## src/rtl/dmem_arbiter.sv

```systemverilog
// dmem_arbiter: two-port load/store arbiter and sequencer for the single-port
// data memory. Port 0 is the core LSU, port 1 the debug/loader port.
// Each transaction takes an ACCESS cycle (memory driven) followed by a RESP
// cycle (registered response pulse); a new request can be accepted in RESP.
// Optional feature macro: DMEM_ARB_ROUND_ROBIN_EN selects round-robin
// arbitration; when undefined, port 0 always wins a tie.
module dmem_arbiter #(
  parameter int ADDR_W = 32,
  parameter int DATA_W = 32
) (
  input  logic              clock,
  input  logic              reset,
  input  logic [1:0]        req_valid,
  input  logic [1:0]        req_wr,
  input  logic [ADDR_W-1:0] req_addr0,
  input  logic [ADDR_W-1:0] req_addr1,
  input  logic [DATA_W-1:0] req_wdata0,
  input  logic [DATA_W-1:0] req_wdata1,
  output logic [1:0]        req_ready,
  output logic [1:0]        resp_valid,
  output logic [DATA_W-1:0] resp_rdata,
  output logic              resp_err,
  output logic [ADDR_W-1:0] mem_address,
  output logic [DATA_W-1:0] mem_wd,
  output logic              mem_wr,
  input  logic [DATA_W-1:0] mem_rd
);

  localparam logic [1:0] IDLE   = 2'd0;
  localparam logic [1:0] ACCESS = 2'd1;
  localparam logic [1:0] RESP   = 2'd2;

  logic [1:0]        state_q, state_d;
  logic [ADDR_W-1:0] addr_q, addr_d;
  logic [DATA_W-1:0] data_q, data_d;
  logic              wr_q, wr_d;
  logic              id_q, id_d;
  logic [1:0]        respValid_q, respValid_d;
  logic [DATA_W-1:0] respRdata_q, respRdata_d;
  logic              respErr_q, respErr_d;

  logic grantId;
  logic accept;
  logic aligned;

`ifdef DMEM_ARB_ROUND_ROBIN_EN
  logic ptr_q, ptr_d;

  // Round-robin: the pointer breaks ties, a lone requester always wins
  always_comb begin
    grantId = (&req_valid) ? ptr_q : req_valid[1];
    ptr_d   = accept ? ~grantId : ptr_q;
  end

  // Preferred-port pointer, starts at port 0
  always_ff @(posedge clock) begin
    if (reset) ptr_q <= 1'b0;
    else       ptr_q <= ptr_d;
  end
`else
  // Fixed priority: port 1 only wins when port 0 is not requesting
  always_comb begin
    grantId = ~req_valid[0];
  end
`endif

  assign accept    = (state_q != ACCESS) && (|req_valid);
  assign req_ready = accept ? (grantId ? 2'b10 : 2'b01) : 2'b00;

  assign aligned     = (addr_q[1:0] == 2'b00);
  assign mem_address = addr_q;
  assign mem_wd      = data_q;
  assign mem_wr      = (state_q == ACCESS) && wr_q && aligned && !reset;

  assign resp_valid = respValid_q;
  assign resp_rdata = respRdata_q;
  assign resp_err   = respErr_q;

  // Sequencing: latch the winner's request on accept, access memory, respond
  always_comb begin
    state_d     = state_q;
    addr_d      = addr_q;
    data_d      = data_q;
    wr_d        = wr_q;
    id_d        = id_q;
    respValid_d = 2'b00;
    respRdata_d = respRdata_q;
    respErr_d   = respErr_q;
    case (state_q)
      ACCESS: begin
        state_d     = RESP;
        respValid_d = id_q ? 2'b10 : 2'b01;
        respRdata_d = (!wr_q && aligned) ? mem_rd : '0;
        respErr_d   = !aligned;
      end
      default: begin
        if (accept) begin
          state_d = ACCESS;
          addr_d  = grantId ? req_addr1  : req_addr0;
          data_d  = grantId ? req_wdata1 : req_wdata0;
          wr_d    = grantId ? req_wr[1]  : req_wr[0];
          id_d    = grantId;
        end else begin
          state_d = IDLE;
        end
      end
    endcase
  end

  // State, latched request and registered response
  always_ff @(posedge clock) begin
    if (reset) begin
      state_q     <= IDLE;
      addr_q      <= '0;
      data_q      <= '0;
      wr_q        <= 1'b0;
      id_q        <= 1'b0;
      respValid_q <= 2'b00;
      respRdata_q <= '0;
      respErr_q   <= 1'b0;
    end else begin
      state_q     <= state_d;
      addr_q      <= addr_d;
      data_q      <= data_d;
      wr_q        <= wr_d;
      id_q        <= id_d;
      respValid_q <= respValid_d;
      respRdata_q <= respRdata_d;
      respErr_q   <= respErr_d;
    end
  end

endmodule

```

## config.mk

```make
export PLATFORM = sky130hd
export DESIGN_NAME = dmem_arbiter
export DESIGN_NICKNAME = d
export VERILOG_FILES = /design/src/rtl/dmem_arbiter.sv
export SDC_FILE = /design/constraint.sdc
export NUM_CORES = 1
export LEC_CHECK = 0
export BUFFER_PORTS_ARGS = -buffer_cell sky130_fd_sc_hd__buf_2
export CAP_MARGIN = 5
export CORE_MARGIN = 2
export CORE_UTILIZATION = 40
export CTS_CLUSTER_DIAMETER = 200
export DETAILED_ROUTE_END_ITERATION = 10
export PLACE_DENSITY = 0.76
export SYNTH_ARGS = -nofsm -noshare
export SYNTH_HDL_FRONTEND = slang
export SYNTH_SLANG_ARGS = --single-unit
```

## constraint.sdc

```tcl
create_clock -name clock -period 1.6 [get_ports clock]
set_input_delay 0.16 -clock clock [delete_from_list [all_inputs] [get_ports clock]]
set_output_delay 0.16 -clock clock [all_outputs]
set_load 0.02 [all_outputs]
```

[Word-level counts from Yosys, hierarchy flattened]
Index checks and enable logic that the tools add are counted.
Word-level totals
  register bits: 103
  bits in latches: 0
  RAM bits: 0
  ROM bits: 0
  output and inout bits: 102
  memories kept: 0
Operators by class
  add/subtract/negate cells: 0
  $mul: 0
  divide/modulo/power cells: 0
  magnitude comparators: 0
  equality and inequality tests: 2
  shift operators: 0
  mux-type cells: 9
  bitwise operators: 2
  reductions and logical operators: 13
Operators by type and width (number)
  2-to-1 mux 32 bit: 3
  2-to-1 mux 2 bit: 4
  OR reduction 2 bit: 3
  logical AND 1 bit: 5
  zero test 1 bit: 3
  == test 2 x 1 -> 1 bit (second input constant): 1
  zero test 2 bit: 1
  2-to-1 mux 1 bit: 2
  != test 2 x 1 -> 1 bit (second input constant): 1
  NOT 1 bit: 2
  AND reduction 2 bit: 1

[Depth between registers and ports, before layout]
  word-level depth: 4
  gate-level depth with buffers: 7

[Least setup slack after synthesis]
No wires, ideal clock.
  kind: reg-to-output
  start: register state_q[1]
  end: output req_ready[1]
  arrival: 1180 ps
  required time: 1440 ps
  setup slack: 260 ps
  cell stages (with the launch flop): 6
  path buffers: 2
  path through: dfxtp_1 > nand2b_1 > buf_2 > and2_1 > buf_6 > nor2b_1
Between the ends
  longest elaborated chain between the ends: 3
Ends and longest elaborated chain
  start, declared: line 33  | logic [1:0] state_q, state_d;
  start signal, assigned: line 122  | state_q <= state_d;
  != test 2 x 1 -> 1 bit: line 67  | assign accept = (state_q != ACCESS) && (|req_valid);
  logical AND 1 bit: line 67
  2-to-1 mux 2 bit: line 68  | assign req_ready = accept ? (grantId ? 2'b10 : 2'b01) : 2'b00;
  end, declared: line 19  | output logic [1:0] req_ready,
Every way passes these cells.

[Final worst setup path]
  start: register state_q[1]
  end: output mem_wr
Between the ends
  longest elaborated chain between the ends: 4
Ends and longest elaborated chain
  == test 2 x 1 -> 1 bit: line 73  | assign mem_wr = (state_q == ACCESS) && wr_q && aligned && !reset;
  logical AND 1 bit (3 in a row): line 73
  end, declared: line 25  | output logic mem_wr,
Every way passes these cells.

==> flow_summary.toml <==
[run_status]
status = "finished, final reports clean"

[cts]
cts_tree = "built"
cts_made_buffers = 9
cts_sinks = 103
htreeDepth = 3
root_buffer = "clkbuf_8"
path_clk_slew_ns = 0.10
cts.path.max_buffers = 2
insertion_delay_ns = 0.38

[critical_path]
reg2reg_depth = 3
arrival_ns = 1.38
crit_buf_inv = 1
critPathMaxFanout = 8
crit_type = "reg2out"
critPathLaunchType = "register"
r2r-end = "resp_rdata[13]"
cp_top_family = "simple AND/OR/NAND/NOR gates"
cp_data_required_time_ns = 1.44
cp_slowest_cell = "dfxtp_1"
reg2reg_slack_ns = 0.08
cp-end-kind = "output pin"
slowest_delay_ns = 0.31
worstPathCellList = "nand2b_4 > nor2_2 > and3_1 > buf_2"
worstReg2RegStart = "state_q[1]"
crit_start = "state_q[1]"

[power_and_ir_drop]
p_sw_mw = 2.048
netSwitchingFraction_pct = 33.30
pwr-share-comb_pct = 25.9
pwr-share-clk_pct = 27.1
peakVddDrop_v = 0.0004911
p_per_area_mw_per_mm2 = 964.7
p_leak_nw = 3.131
power_frac_seq_pct = 47.1
p_int_mw = 4.102
total_power_mw = 6.150

[die]
fp.dieW_um = 108.3
io_pins = 268
die_h_um = 108.3
initial_core_util_pct = 40.51
rows = 38
die_area_mm2 = 0.01173
core_mm2 = 0.01075

[global_route]
overflow = 0
grt_max_degree = 68
grt_pass1_vias = 4152
antenna_found_initial = 0
grt_usage_pct = 21.61
grt_pass1_wl_um = 20060

[final_layout]
multi_input_area_mm2 = 0.002091
area_growth_pct = 46.45
fillers = 945
drive_above_1_share_pct = 51.33
diodes = 0
layoutNonFillerInstCount = 816
nets = 837
regArea_mm2 = 0.002062

[timing]
hold_viol = 0
setup_tns_ns = 0
rsz0062_at_grt = "true"
max_freq_mhz = 649.2
finalCritPeriodShare_pct = 96.27
setup_violations = 0
period_needed_ns = 1.540
slew_headroom_pct = 45.87
fin_hold_ws_ns = 0.02405
slew_viol_final = 0
clock_skew_ns = 0.01774
worstMarginPinSlew_ns = 0.8083

[yosys]
avgSynthCellArea_um2 = 11.08
synth_area_mm2 = 0.004353
ys_warn_count = 0
synth_cell_types = 20
synth_seq_area_share_pct = 47.37
synth_nets = 559
synth_cells = 393
yosys_register_bits = 103

[worst_hold_path]
min_from = "mem_rd[26]"
holdPathEnd = "resp_rdata[26]"
hp-class = "in2reg"
whs_path_depth = 2

[detailed_routing]
drt_wl_total_um = 13450
dr.pass1.iters = 4
via_per_inst = 5.208
wl_per_cell_um = 16.48
drt_iter0_markers = 249
vias = 4250
drcViolationCount = 0
drtAntennaViolNets = 0

[placement]
numPortBuffers = 267
dp_cells = 768
gp_congestion = 0.7880
dpl.hpwl_um = 9121

[run]
max_cap_viol_count = 0
-- synth_stat cells --
cell type	number	area [um2]
dfxtp_1	103	2062
a21oi_1	66	330.3
mux2i_1	65	650.6
a211oi_2	40	500.5
a22o_1	32	280.3
a211oi_1	25	187.7
buf_2	21	105.1
clkbuf_1	17	63.81
buf_6	5	56.30
and2_1	4	25.02
nor3_1	3	15.01
buf_1	2	7.510
nor2_1	2	7.510
nor2b_1	2	12.51
a21o_1	1	7.510
and3_1	1	6.260
buf_4	1	7.510
nand2b_1	1	6.260
nor4b_2	1	15.01
or2_1	1	6.260
-- cell families after synthesis --
| family | Yosys count | synth area share (%) |
|---|---|---|
| buf+inv | 46 | 5.519 |
| flops | 103 | 47.37 |
| compound gates | 164 | 30.01 |
| simple gates | 15 | 2.156 |
| mux | 65 | 14.95 |
-- worst register-to-register path, stage by stage (launching register included) --
cell	delay, ns
dfxtp_1	0.33
nand2b_4	0.20
nor2b_2	0.70
a22o_1	0.26
-- cell type report --
| cell class | count | area share, % |
|---|---|---|
| clock inverter | 7 | 1.354 |
| timing repair buffer | 312 | 28.81 |
| sequential | 103 | 32.35 |
| tap | 140 | 2.748 |
| multi-input combinational | 245 | 32.80 |
| clock buffer | 9 | 1.943 |
-- placed cells by master, fill, tap and decap left out, types with 5 or more instances in the layout --
cell           instances
buf_4                 14
a211oi_1              25
buf_12                 5
clkbuf_8               9
dfxtp_1              103
a211oi_2              40
a22o_1                32
buf_2                263
a21oi_1               66
mux2i_1               65
dlygate4sd3_1         29
-- per-layer routing --
metal | up-vias | track usage (%) | wire [um]
met2 | 172 | 38.72 | 6985
met3 | 30 | 4.039 | 831
met1 | 2009 | 24.81 | 5281
li1 | 2039 | - | -
met4 | 0 | 9.982 | 347
met5 | - | 0 | 0
-- power groups by stage --
stage | clock network (mW) | logic, mW | registers [mW]
floorplan | 0 | 0.666 | 3.20
global placement | 0 | 1.45 | 2.94
detailed placement | 0 | 1.50 | 2.95
CTS | 1.71 | 1.57 | 2.89
global route | 1.81 | 1.71 | 2.92
finish | 1.66 | 1.59 | 2.90
-- worst max-delay path by stage --
| stage | to | cells after the start |
|---|---|---|
| floorplan | req_ready[1] | 5 |
| global route | mem_wr | 4 |
| finish | mem_wr | 4 |
| CTS | mem_wr | 4 |
| global placement | resp_rdata[14] | 3 |
| detailed placement | resp_rdata[21] | 3 |
-- per-stage QoR --
| stage | setup slack [ns] | util, % | area, um2 |
|---|---|---|---|
| floorplan | 0.2600 | - | 4353 |
| global placement | -0.09856 | 53.98 | 5801 |
| detailed placement | -0.2065 | 53.98 | 5801 |
| CTS | 0.001726 | 58.92 | 6331 |
| global route | -0.01607 | 59.33 | 6375 |
| finish | 0.05972 | 59.33 | 6375 |
-- state kept, by name, summed over array words and instances, names as in the netlist --
name         cells
resp_valid       2
wr_q             1
state_q          2
id_q             1
mem_address     32
resp_err         1
mem_wd          32
resp_rdata      32
-- timing repair --
action	CTS	global route
gates cloned	0	2
hold buffers	29	0
pin swaps	0	0
resized for setup	8	1
setup endpoints to repair	37	3
endpoints found under the hold margin	29	0
buffers inserted	1	1
Power figures use the tool's default switching activity.
